[src/rtl/csr_arbiter_if.sv]
`default_nettype none
// ============================================================================
// Module   : csr_arbiter_if
// Desc     : Requester-side and controller-side bus bundle of csr_arbiter.
//            slave  = arbiter view, master = requesters + memory controller.
// Revision : 1.0 - initial release
// ============================================================================
interface csr_arbiter_if #(
  parameter int NUM_REQ = 2,
  parameter int ADDR_W  = 8,
  parameter int DATA_W  = 32
);
  logic [NUM_REQ-1:0]        req_valid;
  logic [NUM_REQ-1:0]        req_write;
  logic [NUM_REQ*ADDR_W-1:0] req_addr;
  logic [NUM_REQ*DATA_W-1:0] req_wdata;
  logic [NUM_REQ-1:0]        req_ready;
  logic [NUM_REQ-1:0]        rsp_valid;
  logic [DATA_W-1:0]         rsp_rdata;
  logic                      csr_wr_en;
  logic                      csr_rd_en;
  logic [ADDR_W-1:0]         csr_addr;
  logic [DATA_W-1:0]         csr_wr_data;
  logic [DATA_W-1:0]         csr_rd_data;

  modport slave (
    input  req_valid, req_write, req_addr, req_wdata, csr_rd_data,
    output req_ready, rsp_valid, rsp_rdata,
           csr_wr_en, csr_rd_en, csr_addr, csr_wr_data
  );

  modport master (
    output req_valid, req_write, req_addr, req_wdata, csr_rd_data,
    input  req_ready, rsp_valid, rsp_rdata,
           csr_wr_en, csr_rd_en, csr_addr, csr_wr_data
  );
endinterface
`default_nettype wire

[src/rtl/csr_arbiter.sv]
`default_nettype none
// ============================================================================
// Module   : csr_arbiter
// Desc     : Round-robin arbiter sharing one CSR port among NUM_REQ
//            requesters. One transaction every 3 cycles: accept (IDLE),
//            strobe (ISSUE), response pulse (RESP). Read and write strobes
//            are never high together.
// Revision : 1.0 - initial release
// ============================================================================
module csr_arbiter #(
  parameter int NUM_REQ = 2,
  parameter int ADDR_W  = 8,
  parameter int DATA_W  = 32
) (
  input  wire logic     clk,
  input  wire logic     rst,
  csr_arbiter_if.slave  bus,
  output logic          busy,
  output logic [2:0]    grant_id
);

  typedef enum logic [1:0] {
    S_IDLE  = 2'd0,
    S_ISSUE = 2'd1,
    S_RESP  = 2'd2
  } state_t;

  // last_grant resets to the top index so requester 0 wins first
  localparam logic [2:0] c_LAST_RST = 3'(NUM_REQ - 1);

  state_t              r_state;
  state_t              w_next_state;
  logic [2:0]          r_last_grant;
  logic [2:0]          r_idx;
  logic                r_write;
  logic [ADDR_W-1:0]   r_addr;
  logic [DATA_W-1:0]   r_wdata;
  logic [NUM_REQ-1:0]  r_rsp_valid;
  logic [DATA_W-1:0]   r_rsp_rdata;

  logic [ADDR_W-1:0]   w_req_addr  [NUM_REQ];
  logic [DATA_W-1:0]   w_req_wdata [NUM_REQ];
  logic                w_found;
  logic                w_accept;
  logic [2:0]          w_winner;
  logic                w_sel_write;
  logic [ADDR_W-1:0]   w_sel_addr;
  logic [DATA_W-1:0]   w_sel_wdata;
  int                  w_dist;
  int                  w_best;

  for (genvar g = 0; g < NUM_REQ; g++) begin : g_unpack
    assign w_req_addr[g]  = bus.req_addr[g*ADDR_W +: ADDR_W];
    assign w_req_wdata[g] = bus.req_wdata[g*DATA_W +: DATA_W];
  end

  // Round-robin pick: the valid requester closest above last_grant (wrapping) wins
  always_comb begin
    w_found     = 1'b0;
    w_winner    = r_last_grant;
    w_sel_write = 1'b0;
    w_sel_addr  = '0;
    w_sel_wdata = '0;
    w_dist      = 0;
    w_best      = NUM_REQ;
    for (int j = 0; j < NUM_REQ; j++) begin
      w_dist = j - int'(r_last_grant) - 1;
      if (w_dist < 0) begin
        w_dist = w_dist + NUM_REQ;
      end
      if (bus.req_valid[j] && (w_dist < w_best)) begin
        w_best      = w_dist;
        w_found     = 1'b1;
        w_winner    = 3'(j);
        w_sel_write = bus.req_write[j];
        w_sel_addr  = w_req_addr[j];
        w_sel_wdata = w_req_wdata[j];
      end
    end
  end

  // A request seen while rst is high must not be accepted
  assign w_accept = (r_state == S_IDLE) && w_found && !rst;

  // Next-state and combinational outputs: ready pulse in IDLE, strobe in ISSUE
  always_comb begin
    w_next_state  = r_state;
    bus.req_ready = '0;
    bus.csr_wr_en = 1'b0;
    bus.csr_rd_en = 1'b0;
    case (r_state)
      S_IDLE: begin
        if (w_accept) begin
          w_next_state = S_ISSUE;
          for (int j = 0; j < NUM_REQ; j++) begin
            bus.req_ready[j] = (w_winner == 3'(j));
          end
        end
      end
      S_ISSUE: begin
        bus.csr_wr_en = r_write;
        bus.csr_rd_en = !r_write;
        w_next_state  = S_RESP;
      end
      S_RESP: begin
        w_next_state = S_IDLE;
      end
      default: begin
        w_next_state = S_IDLE;
      end
    endcase
  end

  // State register
  always_ff @(posedge clk) begin
    if (rst) begin
      r_state <= S_IDLE;
    end else begin
      r_state <= w_next_state;
    end
  end

  // Latch the winner's request at acceptance; capture read data during ISSUE
  always_ff @(posedge clk) begin
    if (rst) begin
      r_last_grant <= c_LAST_RST;
      r_idx        <= '0;
      r_write      <= 1'b0;
      r_addr       <= '0;
      r_wdata      <= '0;
      r_rsp_valid  <= '0;
      r_rsp_rdata  <= '0;
    end else begin
      r_rsp_valid <= '0;
      if (w_accept) begin
        r_write      <= w_sel_write;
        r_addr       <= w_sel_addr;
        r_wdata      <= w_sel_wdata;
        r_idx        <= w_winner;
        r_last_grant <= w_winner;
      end
      if (r_state == S_ISSUE) begin
        r_rsp_rdata <= r_write ? '0 : bus.csr_rd_data;
        for (int j = 0; j < NUM_REQ; j++) begin
          r_rsp_valid[j] <= (r_idx == 3'(j));
        end
      end
    end
  end

  assign bus.csr_addr    = r_addr;
  assign bus.csr_wr_data = r_wdata;
  assign bus.rsp_valid   = r_rsp_valid;
  assign bus.rsp_rdata   = r_rsp_rdata;
  assign busy            = (r_state != S_IDLE);
  assign grant_id        = r_idx;

endmodule
`default_nettype wire

[src/flat_wrapper.sv]
// flat-port wrapper written by rule: the top's interface ports become plain ports
module csr_arbiter_flat 
#(
  parameter int NUM_REQ = 2,
  parameter int ADDR_W  = 8,
  parameter int DATA_W  = 32
)
  (clk, rst, busy, grant_id, bus_req_valid, bus_req_write, bus_req_addr, bus_req_wdata, bus_csr_rd_data, bus_req_ready, bus_rsp_valid, bus_rsp_rdata, bus_csr_wr_en, bus_csr_rd_en, bus_csr_addr, bus_csr_wr_data);
  csr_arbiter_if #(.NUM_REQ(NUM_REQ), .ADDR_W(ADDR_W), .DATA_W(DATA_W)) bus_i ();
  input  wire logic clk;
  input  wire logic rst;
  output logic busy;
  output logic [2:0] grant_id;
  input wire logic [$bits(bus_i.req_valid)-1:0] bus_req_valid;
  input wire logic [$bits(bus_i.req_write)-1:0] bus_req_write;
  input wire logic [$bits(bus_i.req_addr)-1:0] bus_req_addr;
  input wire logic [$bits(bus_i.req_wdata)-1:0] bus_req_wdata;
  input wire logic [$bits(bus_i.csr_rd_data)-1:0] bus_csr_rd_data;
  output wire logic [$bits(bus_i.req_ready)-1:0] bus_req_ready;
  output wire logic [$bits(bus_i.rsp_valid)-1:0] bus_rsp_valid;
  output wire logic [$bits(bus_i.rsp_rdata)-1:0] bus_rsp_rdata;
  output wire logic [$bits(bus_i.csr_wr_en)-1:0] bus_csr_wr_en;
  output wire logic [$bits(bus_i.csr_rd_en)-1:0] bus_csr_rd_en;
  output wire logic [$bits(bus_i.csr_addr)-1:0] bus_csr_addr;
  output wire logic [$bits(bus_i.csr_wr_data)-1:0] bus_csr_wr_data;
  assign bus_i.req_valid = bus_req_valid;
  assign bus_i.req_write = bus_req_write;
  assign bus_i.req_addr = bus_req_addr;
  assign bus_i.req_wdata = bus_req_wdata;
  assign bus_i.csr_rd_data = bus_csr_rd_data;
  assign bus_req_ready = bus_i.req_ready;
  assign bus_rsp_valid = bus_i.rsp_valid;
  assign bus_rsp_rdata = bus_i.rsp_rdata;
  assign bus_csr_wr_en = bus_i.csr_wr_en;
  assign bus_csr_rd_en = bus_i.csr_rd_en;
  assign bus_csr_addr = bus_i.csr_addr;
  assign bus_csr_wr_data = bus_i.csr_wr_data;
  csr_arbiter #(.NUM_REQ(NUM_REQ), .ADDR_W(ADDR_W), .DATA_W(DATA_W)) u_core (.clk(clk), .rst(rst), .bus(bus_i), .busy(busy), .grant_id(grant_id));
endmodule
[config.mk]
export PLATFORM = sky130hd
export DESIGN_NAME = csr_arbiter_flat
export DESIGN_NICKNAME = d
export VERILOG_FILES = /design/src/rtl/csr_arbiter_if.sv /design/src/rtl/csr_arbiter.sv /design/src/flat_wrapper.sv
export SDC_FILE = /design/constraint.sdc
export NUM_CORES = 1
export LEC_CHECK = 0
export CELL_PAD_IN_SITES_DETAIL_PLACEMENT = 0
export CELL_PAD_IN_SITES_GLOBAL_PLACEMENT = 2
export CORE_ASPECT_RATIO = 0.9
export CORE_MARGIN = 3
export CORE_UTILIZATION = 28
export CTS_CLUSTER_DIAMETER = 80
export DETAILED_ROUTE_END_ITERATION = 10
export PLACE_DENSITY_LB_ADDON = 0.1
export SYNTH_ARGS = -nofsm -noshare
export SYNTH_HDL_FRONTEND = slang
export SYNTH_SLANG_ARGS = --single-unit
[constraint.sdc]
create_clock -name clk -period 16.8 [get_ports clk]
set_clock_uncertainty 0.2 [all_clocks]
set_input_delay 2.52 -clock clk [delete_from_list [all_inputs] [get_ports clk]]
set_output_delay 2.52 -clock clk [all_outputs]
set_load 0.01 [all_outputs]
==> flow_metrics.py <==
metrics = {
    "timing": {
        "slew_headroom_pct": 38.2,
        "max_clock_freq_mhz": 96.1,
        "slew_violations": 0,
        "rsz0062_at_grt": "false",
        "worst_pin_slew_ps": 926,
        "min_period_ps": 10410,
        "setup_slack_ps": 6390,
        "fin_setup_tns_ps": 0,
        "hold_viol": 0,
        "timing.final.crit_share_pct": 61.9,
        "finalSetupViolations": 0,
    },
    "worst_setup_path": {
        "slowest_stage": "nor4b_1",
        "critical-path-top-delay-family": "simple AND/OR/NAND/NOR gates",
        "crit_fanout": 18,
        "cp_num_buf_inv": 3,
        "slowest_delay_ps": 680,
        "arrival_ps": 7690,
        "start_kind": "flip-flop",
        "path_cells": "inv_1, ha_1, nor3_1, inv_1, ha_1, nand4b_2, or3_1, ha_1, nor4b_1, and4_1, o211ai_1, a2111oi_4, a21o_2, and2_1, o31ai_1, ha_1, a2111oi_0, o21ai_0, o2111ai_1, o311ai_0, nor4b_1, a21oi_1, nor2_1, clkdlybuf4s50_1",
        "critPathCaptureType": "output port",
        "crit_required_ps": 14080,
        "worstSetupPathType": "flip-flop to output port",
        "crit_top_cell": "ha_1",
    },
    "synthesis": {
        "ys_types": 54,
        "synth_area_sq_um": 5650,
        "seq_area_frac_synth_pct": 28.7,
        "yosysWarnings": 0,
        "synth.top_cells.by_area": "dfxtp_1, ha_1, a221oi_2",
        "ys.flop_type": "dfxtp_1",
        "yosysTopAreaCellShare_pct": 28.7,
        "synthArstFlopShare_pct": 0,
        "synth_fp_nets": 839,
        "synth_area_leader_cell": "dfxtp_1",
        "synthCells": 664,
        "synth_edf_count": 0,
        "ys_ff_latch": 81,
        "syn_avg_cell_area_sq_um": 8.51,
    },
    "finish": {
        "nets": 1003,
        "final_area_sq_um": 8060,
        "fillers": 1968,
        "seqCellArea_sq_um": 1620,
        "multi_input_area_sq_um": 3550,
        "num_antenna_cells": 0,
        "area_growth_pct": 42.6,
        "drive_above_1_share_pct": 9.24,
    },
    "placed_design": {
        "portBuffers": 199,
        "place_area_sq_um": 7730,
        "gp_congestion": 0.844,
        "post-place-ws_ps": 6550,
        "post-dp-hpwl_um": 13800,
    },
    "detailed_routing": {
        "drt-met1-wl_um": 8710,
        "drt_iter0_drc": 265,
        "routed_wl_um": 19100,
        "vias": 5335,
        "wl_met3_um": 1490,
        "vias_per_cell": 4.93,
        "ant_nets": 0,
        "routed.top_layer": "met4",
        "wl_per_cell_um": 17.6,
        "drt_pass1_iterations": 4,
        "drc": 0,
        "wl_met2_um": 8690,
    },
    "min_path": {
        "hold_class": "flip-flop to flip-flop",
    },
    "status": {
        "status": "finished, final reports clean",
    },
    "clock_network": {
        "post_cts_buffers": 0,
        "cts_buffers": 9,
        "clk_latency_ps": 330,
        "clockBufferDepth": 2,
        "cts_sinks": 81,
        "cts-hold-fix-buffers": 0,
        "htreeDepth": 3,
        "cts_tree": "done",
        "postCtsResizedCells": 0,
        "clk_pin_slew_worst_paths_ps": 70,
        "cts_root_buf": "clkbuf_16",
    },
    "floorplanning": {
        "dieArea_sq_um": 21900,
        "core_sq_um": 19500,
        "die_w_um": 156,
        "initial_core_util_pct": 28.9,
        "num_rows": 48,
        "die_height_um": 141,
        "ios": 200,
    },
    "pwr": {
        "combPwrFrac_pct": 75.2,
        "switching_share_pct": 49.9,
        "ir_worst_vdd_uv": 184,
        "p_clk_share_pct": 10.6,
        "intPower_mw": 1.04,
        "powerDensity_nw_per_um2": 257,
        "p_leak_nw": 3.11,
        "p_seq_share_pct": 14.2,
        "p_sw_mw": 1.03,
    },
    "global_routing": {
        "grt_first_pass_wirelength_um": 30000,
        "antenna_found_initial": 0,
        "grt_pass1_vias": 5318,
        "grt_max_degree": 83,
        "gr-total-overflow": 0,
        "track_usage_pct": 17.1,
    },
    "run": {
        "cap_violations": 0,
    },
}
stage by stage:
step	std cells	util, %	hold WS, ps	power (mW)
detailed placement	1067	39.6	275	1.86
CTS	1083	41.3	292	2.09
finish	1083	41.3	287	2.07
global placement	1067	39.6	267	1.84
floorplan	664	-	265	1.46
global route	1083	41.3	313	2.29
layout by cell type (no fill, tap or decap), drive strengths merged, types with 4 or more instances in the layout:
cell type and instances:
o211ai 9, a21oi 53, clkbuf 10, nor3b 32, o21ai 4, nor3 44
dfxtp 81, a221oi 40, xnor2 9, nor2 53, or3 11, buf 7
inv 58, nand2 36, nand4 7, o31ai 7, nand2b 50, nand3 8
nor4 5, a21boi 5, and2 6, xor2 4, clkdlybuf4s50 198, ha 57
Yosys cell counts (all sizes together), types with 3 or more instances:
master	n
dfxtp	81
ha	57
inv	57
a21oi	53
nor2	53
nand2b	50
nor3	44
a221oi	40
nand2	36
clkbuf	32
nor3b	32
buf	20
or3	11
o211ai	9
xnor2	9
nand3	8
nand4	7
o31ai	7
and2	6
a21boi	5
nor4	5
o21ai	4
xor2	4
a2111o	3
a21o	3
a31oi	3
nor2b	3
flip-flops by register name, summed over array words and instances (netlist names):
signal,flops
u_core.bus.csr_wr_data,32
u_core.bus.csr_addr,8
u_core.r_state,2
u_core.bus.rsp_valid,2
u_core.grant_id,3
u_core.bus.rsp_rdata,32
u_core.r_last_grant,1
u_core.r_write,1
layer usage:
metal / vias to the layer above / track usage (%)
li1: 2678 / -
met2: 155 / 27.5
met5: - / 0
met4: 0 / 3.58
met3: 14 / 5.43
met1: 2488 / 22.6
worst register-to-register path, delay by kind of cell, from the launching register on:
family                   cells  cell delay [ps]
buffers and inverters        3              590
AND/OR/NAND/NOR              8             2650
flip-flops                   1              510
AO/OA/AOI/OAI               10             3000
adder cells (fa/ha/maj)      4             1210
power by group through the flow:
stage	Sequential, mW	Combinational [mW]	Clock, mW
2_1_floorplan	0.318	1.14	0
3_3_place_gp	0.295	1.54	0
3_5_place_dp	0.298	1.56	0
4_1_cts	0.294	1.57	0.227
5_1_grt	0.301	1.75	0.234
6_report	0.293	1.55	0.219
final timing paths:
check        slack, ps  cells past startpoint                                     end                                   from
max reg2reg       8550                     25  u_core.bus.csr_wr_data[5]$_SDFFE_PP0P_    u_core.r_last_grant[0]$_SDFFE_PP1P_
min reg2reg        290                      2   u_core.bus.rsp_rdata[23]$_SDFFE_PP0N_  u_core.bus.rsp_rdata[23]$_SDFFE_PP0N_
min                290                      2   u_core.bus.rsp_rdata[23]$_SDFFE_PP0N_  u_core.bus.rsp_rdata[23]$_SDFFE_PP0N_
max               6390                     24                        bus_req_ready[1]    u_core.r_last_grant[0]$_SDFFE_PP1P_
logic make-up (layout without fill, tap and decap cells):
logic type / count (synthesis) / in the layout / synth area share (%)
fa+ha+maj: 57 / 57 / 12.6
buf+inv: 109 / 278 / 8.55
flops: 81 / 81 / 28.7
simple gates: 264 / 264 / 25.3
xor+xnor: 13 / 13 / 2.15
compound gates: 140 / 140 / 22.7
area by class of cell:
class	count	area share, %
Multi-Input combinational cell	474	44.0
Timing Repair Buffer	205	25.2
Sequential cell	81	20.1
Tap cell	250	3.88
Clock buffer	10	2.97
Inverter	57	2.66
Clock inverter	6	1.12
Note: power is estimated with default switching activity, not from simulation.
